===== src/rtl/nes_controller_emulator_if.sv =====
// Received-word bus from network_stack_rx (axiov/axiod side) into the controller emulator.
interface nes_controller_emulator_if;
  logic        axiiv;
  logic [15:0] axiid;

  modport master (output axiiv, output axiid);
  modport slave  (input  axiiv, input  axiid);
endinterface


===== src/rtl/nes_controller_emulator.sv =====
// NES controller (4021) emulator: network button words in, console latch/pulse/data out.
// Optional turbo on A/B enabled by defining TURBO_EN.
module nes_controller_emulator #(
  parameter int unsigned TIMEOUT_CYCLES = 50_000_000,
  parameter int unsigned SYNC_STAGES    = 2
`ifdef TURBO_EN
  , parameter int unsigned TURBO_PERIOD = 4
`endif
) (
  input  logic                          clk,
  input  logic                          rst,
  nes_controller_emulator_if.slave      rx,
  input  logic                          latch_in,
  input  logic                          pulse_in,
  output logic                          data_out,
  output logic [7:0]                    buttons_held,
  output logic [15:0]                   latch_count,
  output logic [7:0]                    rx_err_count,
  output logic                          link_ok
);

  localparam int unsigned TMO_W = $clog2(TIMEOUT_CYCLES + 1);
  localparam logic [TMO_W-1:0] TMO_MAX = TMO_W'(TIMEOUT_CYCLES);

  typedef enum logic [1:0] {IDLE, LOAD, SHIFT} state_e;

  state_e                 state_q, state_d;
  logic [SYNC_STAGES-1:0] latch_sync_q, latch_sync_d;
  logic [SYNC_STAGES-1:0] pulse_sync_q, pulse_sync_d;
  logic                   latch_prev_q, latch_prev_d;
  logic                   pulse_prev_q, pulse_prev_d;
  logic                   latch_s, pulse_s, latch_rise, pulse_rise;
  logic [7:0]             sr_q, sr_d, load_val;
  logic                   data_q, data_d;
  logic [7:0]             buttons_q, buttons_d;
  logic [15:0]            latch_cnt_q, latch_cnt_d;
  logic [7:0]             err_q, err_d;
  logic                   link_q, link_d;
  logic [TMO_W-1:0]       tmo_q, tmo_d;
  logic                   accept;

  // Synchronizers and rising-edge strobes for the console lines
  always_comb begin
    latch_sync_d = {latch_sync_q[SYNC_STAGES-2:0], latch_in};
    pulse_sync_d = {pulse_sync_q[SYNC_STAGES-2:0], pulse_in};
    latch_s      = latch_sync_q[SYNC_STAGES-1];
    pulse_s      = pulse_sync_q[SYNC_STAGES-1];
    latch_prev_d = latch_s;
    pulse_prev_d = pulse_s;
    latch_rise   = latch_s & ~latch_prev_q;
    pulse_rise   = pulse_s & ~pulse_prev_q;
  end

  // Word acceptance, error counting and link timeout
  always_comb begin
    buttons_d = buttons_q;
    link_d    = link_q;
    tmo_d     = tmo_q;
    err_d     = err_q;
    accept    = rx.axiiv && (rx.axiid[15:8] == rx.axiid[7:0]);
    if (accept) begin
      buttons_d = rx.axiid[7:0];
      link_d    = 1'b1;
      tmo_d     = '0;
    end else begin
      if (rx.axiiv && (err_q != 8'hFF)) begin
        err_d = err_q + 8'd1;
      end
      if (tmo_q != TMO_MAX) begin
        tmo_d = tmo_q + 1'b1;
      end
      if (tmo_d == TMO_MAX) begin
        buttons_d = '0;
        link_d    = 1'b0;
      end
    end
  end

  always_comb begin
    latch_cnt_d = latch_cnt_q;
    if (latch_rise) begin
      latch_cnt_d = latch_cnt_q + 16'd1;
    end
  end

`ifdef TURBO_EN
  localparam int unsigned TCNT_W = (TURBO_PERIOD > 1) ? $clog2(TURBO_PERIOD) : 1;

  logic [TCNT_W-1:0] tcnt_q, tcnt_d;
  logic              phase_q, phase_d;

  // Phase advances as each frame leaves LOAD, so the frame being loaded
  // always sees the phase that belongs to it.
  always_comb begin
    tcnt_d  = tcnt_q;
    phase_d = phase_q;
    if ((state_q == LOAD) && !latch_s) begin
      if (tcnt_q == TCNT_W'(TURBO_PERIOD - 1)) begin
        tcnt_d  = '0;
        phase_d = ~phase_q;
      end else begin
        tcnt_d = tcnt_q + 1'b1;
      end
    end
    load_val = {buttons_q[7:6] & {2{phase_q}}, buttons_q[5:0]};
  end

  always_ff @(posedge clk or negedge rst) begin
    if (!rst) begin
      tcnt_q  <= '0;
      phase_q <= 1'b1;
    end else begin
      tcnt_q  <= tcnt_d;
      phase_q <= phase_d;
    end
  end
`else
  always_comb begin
    load_val = buttons_q;
  end
`endif

  // Shift-register FSM; latch rise takes priority over a coincident pulse rise
  always_comb begin
    state_d = state_q;
    sr_d    = sr_q;
    data_d  = data_q;
    case (state_q)
      IDLE: begin
        data_d = 1'b1;
        if (latch_rise) begin
          state_d = LOAD;
          sr_d    = load_val;
          data_d  = ~load_val[7];
        end
      end
      LOAD: begin
        if (latch_s) begin
          sr_d   = load_val;
          data_d = ~load_val[7];
        end else begin
          state_d = SHIFT;
        end
      end
      SHIFT: begin
        if (latch_rise) begin
          state_d = LOAD;
          sr_d    = load_val;
          data_d  = ~load_val[7];
        end else if (pulse_rise) begin
          sr_d   = {sr_q[6:0], 1'b0};
          data_d = ~sr_q[6];
        end
      end
      default: begin
        state_d = IDLE;
        data_d  = 1'b1;
      end
    endcase
  end

  always_ff @(posedge clk or negedge rst) begin
    if (!rst) begin
      state_q      <= IDLE;
      latch_sync_q <= '0;
      pulse_sync_q <= '0;
      latch_prev_q <= 1'b0;
      pulse_prev_q <= 1'b0;
      sr_q         <= '0;
      data_q       <= 1'b1;
      buttons_q    <= '0;
      latch_cnt_q  <= '0;
      err_q        <= '0;
      link_q       <= 1'b0;
      tmo_q        <= '0;
    end else begin
      state_q      <= state_d;
      latch_sync_q <= latch_sync_d;
      pulse_sync_q <= pulse_sync_d;
      latch_prev_q <= latch_prev_d;
      pulse_prev_q <= pulse_prev_d;
      sr_q         <= sr_d;
      data_q       <= data_d;
      buttons_q    <= buttons_d;
      latch_cnt_q  <= latch_cnt_d;
      err_q        <= err_d;
      link_q       <= link_d;
      tmo_q        <= tmo_d;
    end
  end

  always_comb begin
    data_out     = data_q;
    buttons_held = buttons_q;
    latch_count  = latch_cnt_q;
    rx_err_count = err_q;
    link_ok      = link_q;
  end

endmodule


===== src/flat_wrapper.sv =====
// flat-port wrapper written by rule: the top's interface ports become plain ports
module nes_controller_emulator_flat 
#(
  parameter int unsigned TIMEOUT_CYCLES = 50_000_000,
  parameter int unsigned SYNC_STAGES    = 2

)
  (clk, rst, latch_in, pulse_in, data_out, buttons_held, latch_count, rx_err_count, link_ok, rx_axiiv, rx_axiid);
  nes_controller_emulator_if rx_i ();
  input  logic clk;
  input  logic rst;
  input  logic latch_in;
  input  logic pulse_in;
  output logic data_out;
  output logic [7:0] buttons_held;
  output logic [15:0] latch_count;
  output logic [7:0] rx_err_count;
  output logic link_ok;
  input wire logic [$bits(rx_i.axiiv)-1:0] rx_axiiv;
  input wire logic [$bits(rx_i.axiid)-1:0] rx_axiid;
  assign rx_i.axiiv = rx_axiiv;
  assign rx_i.axiid = rx_axiid;
  nes_controller_emulator #(.TIMEOUT_CYCLES(TIMEOUT_CYCLES), .SYNC_STAGES(SYNC_STAGES)) u_core (.clk(clk), .rst(rst), .rx(rx_i), .latch_in(latch_in), .pulse_in(pulse_in), .data_out(data_out), .buttons_held(buttons_held), .latch_count(latch_count), .rx_err_count(rx_err_count), .link_ok(link_ok));
endmodule

===== config.mk =====
export PLATFORM = sky130hd
export DESIGN_NAME = nes_controller_emulator_flat
export DESIGN_NICKNAME = d
export VERILOG_FILES = /design/src/rtl/nes_controller_emulator_if.sv /design/src/rtl/nes_controller_emulator.sv /design/src/flat_wrapper.sv
export SDC_FILE = /design/constraint.sdc
export NUM_CORES = 1
export LEC_CHECK = 0
export BUFFER_PORTS_ARGS = -buffer_cell sky130_fd_sc_hd__buf_2
export CAP_MARGIN = 5
export CORE_MARGIN = 2
export CORE_UTILIZATION = 45
export DETAILED_ROUTE_END_ITERATION = 6
export GPL_ROUTABILITY_DRIVEN = 0
export PLACE_DENSITY = 0.66
export SLEW_MARGIN = 20
export SYNTH_ARGS = -nofsm -noshare
export SYNTH_HDL_FRONTEND = slang
export SYNTH_SLANG_ARGS = --single-unit

===== constraint.sdc =====
create_clock -name clk -period 2.4 [get_ports clk]
set_clock_uncertainty 0.15 [all_clocks]
set_input_delay 0.48 -clock clk [delete_from_list [all_inputs] [get_ports clk]]
set_output_delay 0.48 -clock clk [all_outputs]
set_load 0.05 [all_outputs]

==> results of run 1 <==
cell usage after synthesis (2+ instances only):
cell | count | area [um^2]
dfrtp_1 | 74 | 1850
xnor2_1 | 39 | 342
nand2_1 | 29 | 109
nor2_1 | 27 | 101
nand4_1 | 19 | 119
nand3_1 | 16 | 80.1
xor2_1 | 15 | 131
a21oi_1 | 14 | 70.1
mux2_2 | 14 | 158
and3_1 | 11 | 68.8
inv_1 | 11 | 41.3
mux2i_1 | 11 | 110
o21ai_0 | 9 | 45.0
buf_2 | 7 | 35.0
clkbuf_1 | 7 | 26.3
nor2b_1 | 6 | 37.5
nor3_1 | 5 | 25.0
or3_1 | 5 | 31.3
a31oi_1 | 4 | 25.0
and4_1 | 4 | 35.0
ha_1 | 4 | 50.1
nor4_1 | 4 | 25.0
and2_1 | 3 | 18.8
a211oi_1 | 2 | 15.0
nor4_2 | 2 | 25.0
nor4b_1 | 2 | 17.5
o21a_1 | 2 | 15.0
or4_1 | 2 | 15.0
sequential cells by signal, summed over array words and instances (netlist names), 2 cells and up:
signal               cells
u_core.buttons_held      8
u_core.latch_count      16
u_core.latch_sync_q      2
u_core.pulse_sync_q      2
u_core.rx_err_count      8
u_core.sr_q              7
u_core.state_q           2
u_core.tmo_q            26
per-layer routing:
metal  global-route usage  wire length, um
met1                0.254             3960
met4               0.0639              152
met2                0.310             4190
met5                    0                0
met3               0.0448              390
where the power goes:
group / leakage [nW] / total [mW] / internal, mW / switching [mW]
Sequential: 0.916 / 1.89 / 1.54 / 0.342
Clock: 0.0999 / 1.03 / 0.520 / 0.512
Combinational: 1.12 / 1.69 / 0.635 / 1.06
timing repair:
item,4_1_cts,5_1_grt
hold endpoints to repair,35,0
pin swaps,4,2
setup endpoints to repair,9,9
hold buffers,1,0
setup buffers,8,3
cloned,1,0
resized for setup,7,13
cell families after synthesis:
kind of cell / count (synthesis) / share of synthesized area
buffers and inverters: 25 / 0.0266
AND/OR/NAND/NOR: 141 / 0.203
AO/OA/AOI/OAI: 45 / 0.0788
multiplexers: 25 / 0.0694
adder cells (fa/ha/maj): 4 / 0.0130
flip-flops: 75 / 0.487
XOR/XNOR: 54 / 0.123
stage by stage:
step	std cells	cell area [um^2]	setup TNS, ns
2_1_floorplan	369	3870	0
3_3_place_gp	540	4420	0
3_5_place_dp	540	4420	-0.234
4_1_cts	566	4740	0
5_1_grt	569	4810	-0.933
6_report	569	4810	-0.163
worst min path at each step:
stage / end / cells past startpoint / from
6_report: u_core.pulse_sync_q[0] / 1 / pulse_in
5_1_grt: u_core.latch_sync_q[0] / 1 / latch_in
4_1_cts: u_core.pulse_sync_q[0] / 1 / pulse_in
3_5_place_dp: u_core.pulse_sync_q[1] / 0 / u_core.pulse_sync_q[0]
3_3_place_gp: u_core.pulse_sync_q[1] / 0 / u_core.pulse_sync_q[0]
2_1_floorplan: u_core.buttons_held[0] / 0 / rst
layout make-up:
class | instances | area, um^2
multi-input cells | 269 | 1960
well taps | 105 | 131
repair buffers | 93 | 584
fillers | 714 | 3450
flip-flops and latches | 75 | 1880
inverters | 11 | 41.3
clock buffers | 10 | 138
clock inverters | 6 | 71.3
worst max-delay path, stage by stage (launching register included):
cell	delay [ns]
dfrtp_1	0.42
ha_4	0.18
nand4_4	0.14
or3_4	0.40
or3_4	0.33
a21oi_2	0.15
nor4b_4	0.30
buf_4	0.20
a21oi_1	0.06
==> out/results.tsv, run 1 <==
metric	value	unit
status	finished with violations	
violations	negative setup slack	
cap_violations	0	
hp-class	in2reg	
postSynthCellCount	369	
ioPinCount	55	
clock_latency	0.36	ns
routed_wl	8680	um
setup.worst_path.class	reg2reg	
setup_ws	-0.0250	ns
post-route-util	0.582	
layout_min_cycle_time	2.43	ns
endpoint_kind	flip-flop	
final_nets	484	
finalHoldViolations	0	
setup_viol	9	
cp_data_arrival_time	2.53	ns
htreeDepth	3	
grt.overflow.total	0	
most-common-layout-cells	dfrtp_1 (71), buf_2 (53), xnor2_1 (39)	
power.density	959	nW/um^2
start_util	0.467	
synthFlopType	dfrtp_1	
r2r-end	u_core.buttons_held[1]	
final_antenna_net_count	0	
timing.fmax	0.412	GHz
firstDrtPassIters	6	
clk_pin_slew_worst_paths	0.09	ns
hpwl	6090	um
dieWidth	96.6	um
die_h	96.6	um
syn_nets	394	
cts_tree	built	
grt_max_degree	39	
power.leakage	2.14	nW
grt.total_usage	0.191	
maxSlewViolCount	0	
diodes	0	
ir_drop	696	uV
vias	3078	
numCtsBuffers	9	
drtIter0Drc	115	
reg2reg_slack	-0.03	ns
syn_to_final_growth	24.5	%
rr_startpoint	u_core.tmo_q[0]	
place_ws	-0.0400	ns
cts-root-buf	clkbuf_8	
cts_sinks	75	
total_power	4.61	mW
whs	0.0714	ns
core_area	8260	um^2
rows	33	
crit_start	u_core.tmo_q[0]	
cts_buffer_depth	2	
cp_max_fo	5	
relSlewSlack	0.679	
tightest_slew	0.481	ns
grt_pass1_wl	14800	um
crit_required	2.50	ns
antenna_found_initial	0	
drcViolationCount	0	
synth.distinct_cells	49	
rr_worst_depth	8	
fin_crit_sh	1.01	
grt_pass1_vias	3125	
viasPerCell	5.41	
avgSynthCellArea	10.5	um^2
grt_setup_unrepaired	yes	
cp-endpoint	u_core.buttons_held[1]	
yosys_warnings	0	
syn_area	3860	um^2
wl_per_cell	15.3	um
numPortBuffers	54	
synthArstFlopShare	1.00	
final_layout_size_suffix_gt1_frac	0.321	
final_common_cell	dfrtp_1	
start_kind	flip-flop	
synth_seq_area_share	0.487	
synth-edff-count	0	
die-area	9330	um^2
ys_ff_latch	75	
No activity file was read; power rests on OpenSTA's default activity.
==> run 2: changes to the inputs <==
- SETUP_SLACK_MARGIN: unset -> 0.1
==> run 2 against run 1 <==
  * Cell area rose by 1.1%
  * Sequential power barely moved
  * The flow finishes with violations (negative hold slack, negative setup slack)
  * Highest routed layer unchanged
  * Largest cell class unchanged
  * Core utilization rose by 0.65 points
  * Routed wire length fell by 2.0%
  * Setup slack improved by 0.018 ns
  * Power rose by 2.1%
==> out/results.tsv, run 2 (synthesis gave the netlist of run 1 again) <==
metric	value	unit	change
drcViolationCount	0		unchanged
clk_pin_slew_worst_paths	0.08	ns	about the same
final_cells	571		+0.35%
die_h	96.6	um	unchanged
critPathMaxStageDelay	0.41	ns	about the same
wl_per_cell	14.9	um	-2.3%
final_antenna_net_count	0		unchanged
numPortBuffers	54		unchanged
numCtsBuffers	9		unchanged
vias	3080		+0.065%
die-area	9330	um^2	unchanged
viasPerCell	5.39		-0.29%
start_util	0.467		unchanged
layout_min_cycle_time	2.41	ns	-0.0176 ns
cpMostUsedCell	buf_4		
setup_tns	-0.0138	ns	+0.149 ns
cts_sinks	75		unchanged
setup.worst_path.class	reg2reg		
total_power	4.71	mW	+2.1%
status	finished with violations		
grt.overflow.total	0		unchanged
violations	negative hold slack, negative setup slack		
cts_tree	built		
timing.fmax	0.415	GHz	+0.73%
final_nets	486		+0.41%
setup_viol	3		-6
maxSlewViolCount	0		unchanged
path_cells	ha_4, nand4_4, buf_4, nor4_1, o21ai_0, buf_4, mux2i_1, a211oi_4, buf_12, a21oi_1		
core_area	8260	um^2	unchanged
grt.total_usage	0.183		-0.00890
crit_slowest_cell	dfrtp_2		
grt_pass1_wl	14100	um	-5.2%
hp-class	in2async		
power.density	969	nW/um^2	+0.99%
firstDrtPassIters	4		-2
final_layout_size_suffix_gt1_frac	0.328		+0.00721
cts-root-buf	clkbuf_8		
whs	-0.00840	ns	-0.0798 ns
dieWidth	96.6	um	unchanged
rr_worst_depth	10		+2
largest_register_ffs	26		unchanged
start_kind	flip-flop		
grt_pass1_vias	2923		-6.5%
diodes	0		unchanged
crit_required	2.48	ns	-0.02 ns
rows	33		unchanged
grt_max_degree	76		+95%
ioPinCount	55		unchanged
cap_violations	0		unchanged
dp_cells	540		unchanged
routed_wl	8510	um	-2.0%
grt_setup_unrepaired	yes		
cp_max_fo	9		+4
fillers	700		-2.0%
fin_crit_sh	1.00		-0.00732
design_area	4860	um^2	+1.1%
finalHoldViolations	4		+4
clock_latency	0.34	ns	-0.02 ns
hpwl	5920	um	-2.8%
regMostFlops	u_core.tmo_q		
drtIter0Drc	175		+52%
relSlewSlack	0.731		+0.0523
tightest_slew	0.403	ns	-0.0784 ns
ir_drop	652	uV	-6.2%
cp_data_arrival_time	2.49	ns	-0.04 ns
final_common_cell	dfrtp_1		
power.leakage	2.16	nW	+0.85%
syn_to_final_growth	25.9	%	
endpoint_kind	flip-flop		
placed_area	4430	um^2	+0.34%
cts_buffer_depth	2		unchanged
most-common-layout-cells	dfrtp_1 (69), buf_2 (54), xnor2_1 (39)		
setup_ws	-0.00747	ns	+0.0176 ns
antenna_found_initial	0		unchanged
htreeDepth	3		unchanged
[run 2: routing by layer]
metal	up-vias	track usage	share of wire
li1	1490	-	-
met1	1505	0.263	0.48
met2	77	0.277	0.47
met3	8	0.0340	0.042
met4	0	0.0672	0.0098
met5	-	0	0
[run 2: area by class of cell]
| class | instances | area [um^2] | area share |
|---|---|---|---|
| multi-input cells | 269 | 1970 | 0.405 |
| flip-flops and latches | 75 | 1880 | 0.388 |
| repair buffers | 95 | 607 | 0.125 |
| clock buffers | 11 | 141 | 0.0291 |
| well taps | 105 | 131 | 0.0270 |
| clock inverters | 5 | 85.1 | 0.0175 |
| inverters | 11 | 41.3 | 0.00850 |
[run 2: metrics by stage]
stage / util / hold WS [ns] / setup slack [ns]
after floorplan: - / 0.0344 / 0.0902
after global placement: 0.537 / 0.185 / -0.0307
after detailed placement: 0.537 / 0.186 / -0.0868
after global routing: 0.588 / 0.0211 / -0.0954
final: 0.588 / -0.00840 / -0.00747
after CTS: 0.573 / 0.00900 / 0.0229
[run 2: power by group]
| group | switching (mW) | total (mW) | internal (mW) |
|---|---|---|---|
| registers | 0.358 | 1.91 | 1.55 |
| logic | 1.05 | 1.72 | 0.669 |
| clock network | 0.468 | 1.09 | 0.620 |
[run 2: worst paths after layout]
| kind | from | end | slack, ns |
|---|---|---|---|
| setup reg to reg | u_core.tmo_q[1] | u_core.link_ok | -0.007 |
| hold / removal | rst | u_core.latch_count[15] | -0.008 |
| max in group asynchronous | rst | u_core.data_out | 1.77 |
| min in group clk | latch_in | u_core.latch_sync_q[0] | 0.09 |
| hold reg to reg | u_core.latch_sync_q[0] | u_core.latch_sync_q[1] | 0.20 |
| setup / recovery | u_core.tmo_q[1] | u_core.link_ok | -0.007 |
[run 2: repair_timing]
action                                  4_1_cts  5_1_grt
cloned                                        1        1
pin swaps                                     2        6
resized for setup                             6       15
endpoints found under the setup margin        9        9
setup buffers                                 5        8
hold buffers                                  0        0
[run 2: critical path: cells and delay by family (launching register included)]
kind	cells	cell delay, ns
AND/OR/NAND/NOR	2	0.39
buffers and inverters	3	0.53
flip-flops	1	0.41
multiplexers	1	0.14
AO/OA/AOI/OAI	3	0.52
adder cells (fa/ha/maj)	1	0.16
==> run 3: changes to the inputs <==
- ABC_AREA: unset -> 1
- PLACE_DENSITY: 0.66 -> 0.63
- clock period: 2.4 -> 2.6 ns (I/O delays scaled with it)
==> run 3 against run 2 <==
  * The run now ends clean
  * Critical path depth increased by 4
  * Combinational power decreased by 22%
  * Power decreased by 11%
  * Flip-flop and latch count unchanged
  * Non-clock buffer count decreased by 36
  * Count of clock-buffer cells in the layout decreased by 1
  * Critical endpoint is now u_core.buttons_held[6]
==> out/results.tsv, run 3 <==
metric	value	unit	change
maxSlewViolCount	0		unchanged
core_area	8680	um^2	+5.1%
p_int	2.50	mW	-12%
firstDrtPassIters	5		+1
grt.total_usage	0.189		+0.00629
final_common_cell	nand2_1		
crit_required	2.69	ns	+0.21 ns
final_layout_size_suffix_gt1_frac	0.170		-0.159
synth-edff-count	0		unchanged
hpwl	6490	um	+9.7%
rows	34		+3.0%
final_nets	603		+24%
power.density	897	nW/um^2	-7.4%
p_switching	1.70	mW	-9.2%
yosysTopAreaCell	dfrtp_1		
cts_tree	built		
reg2reg_slack	0.36	ns	+0.37 ns
rr_worst_depth	14		+4
syn_to_final_growth	16.7	%	
grt_pass1_wl	14800	um	+5.4%
most-common-layout-cells	nand2_1 (124), nor2_1 (87), dfrtp_1 (73)		
cap_violations	0		unchanged
clkPwrFrac	0.258		+0.027
largest_register_ffs	26		unchanged
start_util	0.462		-0.00505
setup_viol	0		-3
power.leakage	2.39	nW	+11%
cts-root-buf	clkbuf_8		
busiest_layer	met2		
dieWidth	98.4	um	+1.9%
layout_min_cycle_time	2.24	ns	-0.172 ns
cpLargestDelayFamily	simple AND/OR/NAND/NOR gates		
viasPerCell	4.90		-9.2%
post-synth-top-count-cell	nand2_1		
grt_pass1_vias	3219		+10%
diodes	0		unchanged
tightest_slew	0.796	ns	+0.393 ns
setup.worst_path.class	reg2reg		
cts_buffer_depth	2		unchanged
sw_frac_of_total	0.405		+0.00739
grtUsageMet3	0.0362		+0.00221
final_cells	691		+21%
routed_wl	8780	um	+3.1%
antenna_found_initial	0		unchanged
cts_sinks	75		unchanged
place_ws	0.325	ns	+0.412 ns
grt_setup_unrepaired	no		
hp-class	in2async		
clock_latency	0.36	ns	+0.02 ns
avgSynthCellArea	7.80	um^2	-25%
synthFlopType	dfrtp_1		
relSlewSlack	0.468		-0.263
synth.distinct_cells	35		-29%
synthTopCellsByCount	nand2_1 (124), nor2_1 (87), dfrtp_1 (74)		
final_antenna_net_count	0		unchanged
crit_buf_inv	0		-3
power_frac_seq	0.423		+0.018
r2r-end	u_core.buttons_held[6]		
clk_pin_slew_worst_paths	0.09	ns	about the same
grt_max_degree	53		-30%
grt.met2_usage	0.304		+0.0268
timing.fmax	0.447	GHz	+7.7%
grt.overflow.total	0		unchanged
synth_top_cell_area_share	0.462		-0.0183
yosys_warnings	0		unchanged
cts.repair.resized	0		-6
numPortBuffers	54		unchanged
fillers	858		+23%
start_kind	flip-flop		
finalHoldViolations	0		-4
ys_ff_latch	75		unchanged
synthTopCellsByArea	dfrtp_1 (46%), nand2_1 (12%), nor2_1 (8.1%), inv_1 (5.8%), nand3_1 (5.5%)		
drtIter0Drc	135		-23%
synth_seq_area_share	0.468		-0.0185
fin_crit_sh	0.860		-0.143
die-area	9690	um^2	+3.8%
rr_startpoint	u_core.tmo_q[0]		
crit_slowest_cell	dfrtp_2		
cts_setup_buffers	0		-5
ioPinCount	55		unchanged
die_h	98.4	um	+1.9%
grt_util_met1	0.254		-0.00860
postSynthCellCount	514		+39%
htreeDepth	3		unchanged
wl_per_cell	12.7	um	-15%
cp_max_fo	9		unchanged
setup_ws	0.365	ns	+0.372 ns
synthArstFlopShare	1.00		unchanged
status	finished, final reports clean		
ir_drop	459	uV	-30%
regMostFlops	u_core.tmo_q		
cts_hold_buf	0		unchanged
multi_input_area	1870	um^2	-5.3%
cp_data_arrival_time	2.32	ns	-0.17 ns
drcViolationCount	0		unchanged
syn_nets	539		+37%
setup_tns	0	ns	+0.0138 ns
regArea	1880	um^2	-0.27%
dp_cells	675		+25%
path_cells	ha_1, nand2_1, nor2_2, nand2_2, nor2_4, nand3b_1, nand2_1, nand2_1, nor2_1, nand2_1, nor2_2, nand2_4, nand3_1, nand2_1		
pwr-share-comb	0.318		-0.046
syn_area	4010	um^2	+4.0%
post-route-util	0.539		-0.0493
endpoint_kind	flip-flop		
critPathMaxStageDelay	0.43	ns	+0.02 ns
numCtsBuffers	9		unchanged
cpMostUsedCell	nand2_1		
vias	3386		+9.9%
[run 3: cell count changes after synthesis, sizes merged, moves of 6 or more]
cell,previous run,this run
nor4,6,0
inv,11,63
nand2,29,132
mux2,14,0
a21oi,15,7
nand3,16,46
nor2,27,96
and3,11,1
nand4,20,14
mux2i,11,0
xor2,15,21
xnor2,39,14
nor2b,6,0
[run 3: cell families (layout without fill, tap and decap cells)]
kind of cell | after synthesis | after routing | share of synthesized area
and+or+nand+nor | 302 | 302 | 0.333
DFF | 75 | 75 | 0.468
buffers and inverters | 69 | 138 | 0.0667
xor gates and xnor gates | 35 | 35 | 0.0764
AOI/OAI and AO/OA | 29 | 29 | 0.0437
adders and majority gates | 4 | 4 | 0.0125
[run 3: worst max path at each step]
| stage | start | to | slack [ns] | depth (start not counted) |
|---|---|---|---|---|
| after floorplan | u_core.latch_count[0] | u_core.latch_count[14] | 0.48 | 8 |
| after global placement | u_core.tmo_q[0] | u_core.link_ok | 0.39 | 14 |
| after detailed placement | u_core.tmo_q[0] | u_core.buttons_held[6] | 0.33 | 14 |
| after CTS | u_core.tmo_q[0] | u_core.buttons_held[6] | 0.31 | 14 |
| after global routing | u_core.tmo_q[0] | u_core.buttons_held[5] | 0.12 | 14 |
| final | u_core.tmo_q[0] | u_core.buttons_held[6] | 0.36 | 14 |
[run 3: stage by stage]
step | instance area (um^2) | power (mW) | hold WS [ns]
floorplan | 4010 | 2.77 | 0.0744
global placement | 4440 | 3.12 | 0.183
detailed placement | 4440 | 3.13 | 0.188
CTS | 4680 | 4.24 | 0.0401
global route | 4680 | 4.47 | 0.0845
finish | 4680 | 4.20 | 0.0277
[run 3: cell type report]
| cell class | count | area share |
|---|---|---|
| flip-flops and latches | 75 | 0.402 |
| repair buffers | 59 | 0.0690 |
| clock inverters | 6 | 0.0241 |
| clock buffers | 10 | 0.0273 |
| inverters | 63 | 0.0505 |
| well taps | 108 | 0.0289 |
| multi-input cells | 370 | 0.399 |
[run 3: power by group through the flow]
stage                     sequential [mW]  clock (mW)  combinational, mW
final                                1.78        1.08               1.34
after global routing                 1.83        1.16               1.48
after CTS                            1.78        1.12               1.35
after detailed placement             1.79           0               1.34
after global placement               1.79           0               1.33
after floorplan                      2.15           0              0.620
[run 3: per-layer routing]
| metal | part of all wire | vias up |
|---|---|---|
| met5 | 0 | - |
| met4 | 0.016 | 0 |
| met3 | 0.042 | 14 |
| met2 | 0.47 | 74 |
| met1 | 0.47 | 1541 |
| li1 | - | 1757 |
